### src/rtl/jam_pkg.sv
`default_nettype none
// ============================================================================
// Module   : jam_pkg
// Purpose  : Shared constants, types and the FSM state encoding for the
//            job-assignment cost server.
// Contents : N, COST_W, IDX_W, SUM_W and derived widths; cost_t; state_t.
// Revision : 1.0  initial release
// ============================================================================
package jam_pkg;

  localparam int N      = 8;            // workers = jobs
  localparam int COST_W = 7;            // width of one cost entry
  localparam int IDX_W  = 3;            // log2(N)
  localparam int SUM_W  = 13;           // 64 * 127 = 8128 fits without overflow
  localparam int PTR_W  = 2 * IDX_W;    // flat {W,J} address width
  localparam int DEPTH  = N * N;
  localparam int MIN_W  = 10;           // engine minimum-cost width
  localparam int CNT_W  = 4;            // engine match-count width

  typedef logic [COST_W-1:0] cost_t;

  typedef enum logic [1:0] {
    LOAD  = 2'd0,
    SERVE = 2'd1,
    DONE  = 2'd2
  } state_t;

endpackage : jam_pkg
`default_nettype wire

### src/rtl/jam_cost_server_if.sv
`default_nettype none
// ============================================================================
// Module   : jam_cost_if
// Purpose  : Bundles the load stream, the cost lookup port, the result strobe
//            and the status outputs of the cost server.
// Modports : master - engine / loader side
//            slave  - cost server side
// Revision : 1.0  initial release
// ============================================================================
interface jam_cost_if;
  import jam_pkg::*;

  // load stream
  logic               Start;
  logic               LoadValid;
  cost_t              LoadData;
  logic               LoadReady;
  // cost lookup
  logic [IDX_W-1:0]   W;
  logic [IDX_W-1:0]   J;
  cost_t              Cost;
  // engine result strobe
  logic               Valid;
  logic [CNT_W-1:0]   MatchCount;
  logic [MIN_W-1:0]   MinCost;
  // status / captured results
  logic               Ready;
  logic               Done;
  logic [MIN_W-1:0]   ResMinCost;
  logic [CNT_W-1:0]   ResMatchCount;
  logic [SUM_W-1:0]   LoadSum;

  modport master (
    output Start, LoadValid, LoadData, W, J, Valid, MatchCount, MinCost,
    input  LoadReady, Cost, Ready, Done, ResMinCost, ResMatchCount, LoadSum
  );

  modport slave (
    input  Start, LoadValid, LoadData, W, J, Valid, MatchCount, MinCost,
    output LoadReady, Cost, Ready, Done, ResMinCost, ResMatchCount, LoadSum
  );

endinterface : jam_cost_if
`default_nettype wire

### src/rtl/jam_cost_mem.sv
`default_nettype none
// ============================================================================
// Module   : jam_cost_mem
// Purpose  : N*N x COST_W register array, one synchronous write port and one
//            combinational read port. Contents are not reset.
// Ports    : CLK            - clock
//            we/waddr/wdata - write port
//            raddr/rdata    - combinational read port
// Revision : 1.0  initial release
// ============================================================================
module jam_cost_mem
  import jam_pkg::*;
(
  input  wire logic              CLK,
  input  wire logic              we,
  input  wire logic [PTR_W-1:0]  waddr,
  input  wire cost_t             wdata,
  input  wire logic [PTR_W-1:0]  raddr,
  output cost_t                  rdata
);

  cost_t r_mem [DEPTH];

  always_ff @(posedge CLK) begin
    if (we) begin
      r_mem[waddr] <= wdata;
    end
  end

  assign rdata = r_mem[raddr];

endmodule : jam_cost_mem
`default_nettype wire

### src/rtl/jam_cost_server.sv
`default_nettype none
// ============================================================================
// Module   : jam_cost_server
// Purpose  : Cost-table responder for the job-assignment engine. Loads the
//            8x8 cost matrix over a valid/ready stream, serves {W,J} lookups
//            with zero latency and captures the engine's final result.
// Ports    : CLK   - clock, rising edge
//            RST_N - asynchronous active-low reset
//            bus   - jam_cost_if.slave (load stream, lookup, result, status)
// Revision : 1.0  initial release
// ============================================================================
module jam_cost_server
  import jam_pkg::*;
(
  input  wire logic   CLK,
  input  wire logic   RST_N,
  jam_cost_if.slave   bus
);

  localparam logic [PTR_W-1:0] c_last_ptr = PTR_W'(DEPTH - 1);

  state_t             r_state;
  state_t             w_state_nxt;
  logic [PTR_W-1:0]   r_ptr;
  logic [SUM_W-1:0]   r_load_sum;
  logic [MIN_W-1:0]   r_res_min;
  logic [CNT_W-1:0]   r_res_cnt;

  logic               w_accept;
  logic               w_capture;
  logic               w_load_ready;
  cost_t              w_rdata;

  // Start overrides both a load beat and a result strobe on the same edge.
  assign w_accept  = w_load_ready & bus.LoadValid & ~bus.Start;
  assign w_capture = (r_state != LOAD) & bus.Valid & ~bus.Start;

  jam_cost_mem u_mem (
    .CLK   (CLK),
    .we    (w_accept),
    .waddr (r_ptr),
    .wdata (bus.LoadData),
    .raddr ({bus.W, bus.J}),
    .rdata (w_rdata)
  );

  always_ff @(posedge CLK or negedge RST_N) begin
    if (!RST_N) begin
      r_state <= LOAD;
    end else begin
      r_state <= w_state_nxt;
    end
  end

  always_comb begin
    w_state_nxt  = r_state;
    w_load_ready = 1'b0;
    case (r_state)
      LOAD: begin
        w_load_ready = 1'b1;
        if (w_accept && (r_ptr == c_last_ptr)) begin
          w_state_nxt = SERVE;
        end
      end
      SERVE: begin
        if (w_capture) begin
          w_state_nxt = DONE;
        end
      end
      DONE: begin
        w_state_nxt = DONE;
      end
      default: begin
        w_state_nxt = LOAD;
      end
    endcase
    if (bus.Start) begin
      w_state_nxt = LOAD;
    end
  end

  // Load pointer and running checksum; the pointer wraps to 0 naturally
  // after the last entry so a later reload starts clean.
  always_ff @(posedge CLK or negedge RST_N) begin
    if (!RST_N) begin
      r_ptr      <= '0;
      r_load_sum <= '0;
    end else if (bus.Start) begin
      r_ptr      <= '0;
      r_load_sum <= '0;
    end else if (w_accept) begin
      r_ptr      <= r_ptr + 1'b1;
      r_load_sum <= r_load_sum + SUM_W'(bus.LoadData);
    end
  end

  // Captured results survive Start; only reset clears them.
  always_ff @(posedge CLK or negedge RST_N) begin
    if (!RST_N) begin
      r_res_min <= '0;
      r_res_cnt <= '0;
    end else if (w_capture) begin
      r_res_min <= bus.MinCost;
      r_res_cnt <= bus.MatchCount;
    end
  end

  assign bus.LoadReady     = w_load_ready;
  assign bus.Ready         = (r_state != LOAD);
  assign bus.Done          = (r_state == DONE);
  assign bus.Cost          = (r_state != LOAD) ? w_rdata : '0;
  assign bus.ResMinCost    = r_res_min;
  assign bus.ResMatchCount = r_res_cnt;
  assign bus.LoadSum       = r_load_sum;

endmodule : jam_cost_server
`default_nettype wire

### src/flat_wrapper.sv
// flat-port wrapper written by rule: the top's interface ports become plain ports
module jam_cost_server_flat import jam_pkg::*;
  (CLK, RST_N, bus_Start, bus_LoadValid, bus_LoadData, bus_W, bus_J, bus_Valid, bus_MatchCount, bus_MinCost, bus_LoadReady, bus_Cost, bus_Ready, bus_Done, bus_ResMinCost, bus_ResMatchCount, bus_LoadSum);
  jam_cost_if bus_i ();
  input  wire logic CLK;
  input  wire logic RST_N;
  input wire logic [$bits(bus_i.Start)-1:0] bus_Start;
  input wire logic [$bits(bus_i.LoadValid)-1:0] bus_LoadValid;
  input wire logic [$bits(bus_i.LoadData)-1:0] bus_LoadData;
  input wire logic [$bits(bus_i.W)-1:0] bus_W;
  input wire logic [$bits(bus_i.J)-1:0] bus_J;
  input wire logic [$bits(bus_i.Valid)-1:0] bus_Valid;
  input wire logic [$bits(bus_i.MatchCount)-1:0] bus_MatchCount;
  input wire logic [$bits(bus_i.MinCost)-1:0] bus_MinCost;
  output wire logic [$bits(bus_i.LoadReady)-1:0] bus_LoadReady;
  output wire logic [$bits(bus_i.Cost)-1:0] bus_Cost;
  output wire logic [$bits(bus_i.Ready)-1:0] bus_Ready;
  output wire logic [$bits(bus_i.Done)-1:0] bus_Done;
  output wire logic [$bits(bus_i.ResMinCost)-1:0] bus_ResMinCost;
  output wire logic [$bits(bus_i.ResMatchCount)-1:0] bus_ResMatchCount;
  output wire logic [$bits(bus_i.LoadSum)-1:0] bus_LoadSum;
  assign bus_i.Start = bus_Start;
  assign bus_i.LoadValid = bus_LoadValid;
  assign bus_i.LoadData = bus_LoadData;
  assign bus_i.W = bus_W;
  assign bus_i.J = bus_J;
  assign bus_i.Valid = bus_Valid;
  assign bus_i.MatchCount = bus_MatchCount;
  assign bus_i.MinCost = bus_MinCost;
  assign bus_LoadReady = bus_i.LoadReady;
  assign bus_Cost = bus_i.Cost;
  assign bus_Ready = bus_i.Ready;
  assign bus_Done = bus_i.Done;
  assign bus_ResMinCost = bus_i.ResMinCost;
  assign bus_ResMatchCount = bus_i.ResMatchCount;
  assign bus_LoadSum = bus_i.LoadSum;
  jam_cost_server u_core (.CLK(CLK), .RST_N(RST_N), .bus(bus_i));
endmodule
### config.mk
export PLATFORM = sky130hd
export DESIGN_NAME = jam_cost_server_flat
export DESIGN_NICKNAME = d
export VERILOG_FILES = /design/src/rtl/jam_pkg.sv /design/src/rtl/jam_cost_server_if.sv /design/src/rtl/jam_cost_mem.sv /design/src/rtl/jam_cost_server.sv /design/src/flat_wrapper.sv
export SDC_FILE = /design/constraint.sdc
export NUM_CORES = 1
export LEC_CHECK = 0
export ABC_CLOCK_PERIOD_IN_PS = 3000
export BUFFER_PORTS_ARGS = -buffer_cell sky130_fd_sc_hd__buf_2
export CAP_MARGIN = 20
export CORE_ASPECT_RATIO = 2
export CORE_MARGIN = 4
export CORE_UTILIZATION = 39
export DETAILED_ROUTE_END_ITERATION = 8
export PLACE_DENSITY_LB_ADDON = 0.1
export SLEW_MARGIN = 20
export SYNTH_ARGS = -nofsm -noshare
export SYNTH_HDL_FRONTEND = slang
export SYNTH_SLANG_ARGS = --single-unit
### constraint.sdc
create_clock -name CLK -period 3 [get_ports CLK]
set_clock_uncertainty 0.1 [all_clocks]
set_input_delay 0.6 -clock CLK [delete_from_list [all_inputs] [get_ports CLK]]
set_output_delay 0.6 -clock CLK [all_outputs]
set_load 0.02 [all_outputs]
==> results.cfg <==
[synth]
synth_top_family_by_area = multiplexers
synth_cells = 1041
synthArstFlopShare_pct = 7.25
synth.area.mux_share_pct = 14.5
syn_area_sq_um = 19500
synth_compound_area_share_pct = 3.00
synth-edff-count = 448
synth.avg_cell_area_sq_um = 18.7
yosysWarnings = 0
synth_seq_cells = 483
synth_seq_area_share_pct = 73.5
synth_fp_nets = 1085
synth-xor-area-share_pct = 0.449
synthAdderAreaFrac_pct = 0.808
synth_cell_types = 59
ys.flop_type = edfxtp_1
synth-simple-area-share_pct = 5.76

[flow_run]
cap_violations = 0

[layout]
layout_common_cells = edfxtp_1, buf_4, mux4_2, nor2_1, nand2_1
diodes = 0
drive_gt1_share_pct = 38.5
area_growth_pct = 24.7
layout.nets = 1370
layoutNonFillerInstCount = 2000
post-route-cell-area_sq_um = 24300
fillers = 4113
final_common_cell = edfxtp_1

[floorplan]
die_w_microns = 166
std_cell_rows = 115
ioPinCount = 69
die_y_microns = 324
dieArea_sq_um = 53900
initial_core_util_pct = 39.5
coreArea_sq_um = 49400

[setup_path]
r2r_start = u_core.r_state[1]
path_buf_inv = 1
startpoint = u_core.u_mem.r_mem[58][4]
crit_type = flip-flop to output port
cp_slowest_cell = mux4_2
crit_chain = mux4_2, o21bai_4, and2b_1, a2111oi_4, o22ai_2, buf_4
crit_family = compound AO/OA/AOI/OAI gates
cp.arrival_ps = 2420
cp.required_ps = 2300
path_max_fanout = 2
startpoint_type = flip-flop
endpoint_kind = output port
timing.critical_path.slowest_cell_delay_ps = 520

[route]
dr.first_iter.drc_count = 686
wirelength_microns = 54600
final_antenna_net_count = 0
vias = 10700
drt_first_pass_iters = 5
vias_per_cell = 5.35
routedWlPerCell_microns = 27.3
drcViolationCount = 0

[sta]
rsz0062_at_grt = true
finalSetupTns_ps = -212
relSlewSlack_pct = 44.6
hold_viol = 0
slew_viol_final = 0
final-setup-viol-count = 4
hold_ws_ps = 38.5
fin_ws_ps = -119
tightest_slew_ps = 829
finalCritPeriodShare_pct = 104
fmax_mhz = 321
final.min_clock_period_ps = 3120

[clocking]
cts_buffer_depth = 3
clock_insertion_delay_worst_skew_ps = 560
root_buffer = clkbuf_16
cts_tree = done
cts.sinks = 483
clk_pin_slew_ps = 60
htree_levels = 2
numCtsBuffers = 44

[power]
ir_drop_v = 0.000328
p_per_area_nw_per_um2 = 569
p_leak_nw = 8.44

[placed_design]
hpwl_microns = 36200
dp_slack_ps = -317
dp.cells = 1888
place_area_sq_um = 21900
io_buffers = 68
place.gp.congestion = 0.811

[grt]
track_usage_pct = 20.3
grt_start_max_net_pins = 65
grt_pass1_vias = 11400
grt_pass1_wl_microns = 78600
grt.overflow.total = 0
antenna_found_initial = 1

[status]
status = finished with violations
violations = setup timing

[hold_path]
hold_path_class = primary input to asynchronous set/reset pin
==> state kept, by name, summed over array words and instances (netlist names) <==
| register | count |
|---|---|
| u_core.u_mem.r_mem | 448 |
| u_core.bus.ResMinCost | 10 |
| u_core.bus.ResMatchCount | 4 |
| u_core.r_state | 2 |
| u_core.r_ptr | 6 |
| u_core.bus.LoadSum | 13 |
==> cell families (layout without fill, tap and decap cells) <==
kind of cell,Yosys count,count (layout)
flip-flops,483,483
AND/OR/NAND/NOR,252,252
multiplexers,139,139
AO/OA/AOI/OAI,86,86
buffers and inverters,59,375
adder cells (fa/ha/maj),12,12
XOR/XNOR,10,10
==> path summary, 6_finish.rpt <==
path                            slack, ps  depth (start not counted)                          end
worst max-delay path                 -120                          6                  bus_Cost[4]
worst max register to register        450                          8    u_core.u_mem.r_mem[22][3]
min in group CLK                      130                          3     u_core.bus.ResMinCost[2]
worst min register to register        370                          2  u_core.bus.ResMatchCount[1]
worst min-delay path                   40                          1     u_core.bus.ResMinCost[8]
max in group asynchronous            2230                          1              u_core.r_ptr[0]
==> routing by layer <==
metal / vias up / wire (microns) / GRT usage (%) / part of all wire (%)
met1: 5575 / 18800 / 22.2 / 34
met4: 0 / 2280 / 8.55 / 4.2
met2: 300 / 31300 / 39.6 / 57
met3: 111 / 2160 / 2.23 / 4.0
li1: 4717 / - / - / -
met5: - / 0 / 0 / 0
==> synthesized netlist by cell type, drive strengths merged (8+ instances only) <==
cell type / count / share of area [%]
a211oi: 11 / 0.42
a21oi: 16 / 0.41
buf: 32 / 1.5
clkbuf: 18 / 0.38
dfrtp: 35 / 4.5
edfxtp: 448 / 69
ha: 11 / 0.71
inv: 8 / 0.15
mux2i: 23 / 1.2
mux4: 110 / 13
nand2: 76 / 1.5
nand3: 14 / 0.36
nor2: 98 / 1.9
nor2b: 15 / 0.48
nor3: 14 / 0.36
o21ai: 12 / 0.31
o22ai: 20 / 0.64
xor2: 8 / 0.36
==> report_power, final <==
| part | total (mW) | internal [mW] | switching (mW) |
|---|---|---|---|
| sequential | 7.41 | 7.39 | 0.0216 |
| clock | 5.34 | 2.96 | 2.38 |
| combinational | 1.10 | 0.495 | 0.601 |
==> area by class of cell <==
class                      count  area, sq um  share of cell area [%]
tap                          643          805                    3.31
clock buffer                  64         1210                    4.96
timing repair buffer         289         2590                    10.7
clock inverter                13          113                   0.463
multi-input combinational    499         5250                    21.6
inverter                       9         33.8                   0.139
sequential                   483        14300                    58.9
==> metrics by stage <==
| step | utilization, % | total power, mW |
|---|---|---|
| floorplan | - | 8.01 |
| global placement | 44.4 | 8.48 |
| detailed placement | 44.4 | 8.49 |
| CTS | 48.6 | 14.0 |
| global route | 49.3 | 14.3 |
| finish | 49.3 | 13.8 |
==> repair_timing <==
item                       in CTS  in global routing
gates resized for setup        95                 66
buffers inserted               21                 16
hold buffers                    0                  0
pin swaps                      11                 19
gates cloned                    7                  1
setup endpoints to repair       7                  7
(Power assumes the default switching activity.)
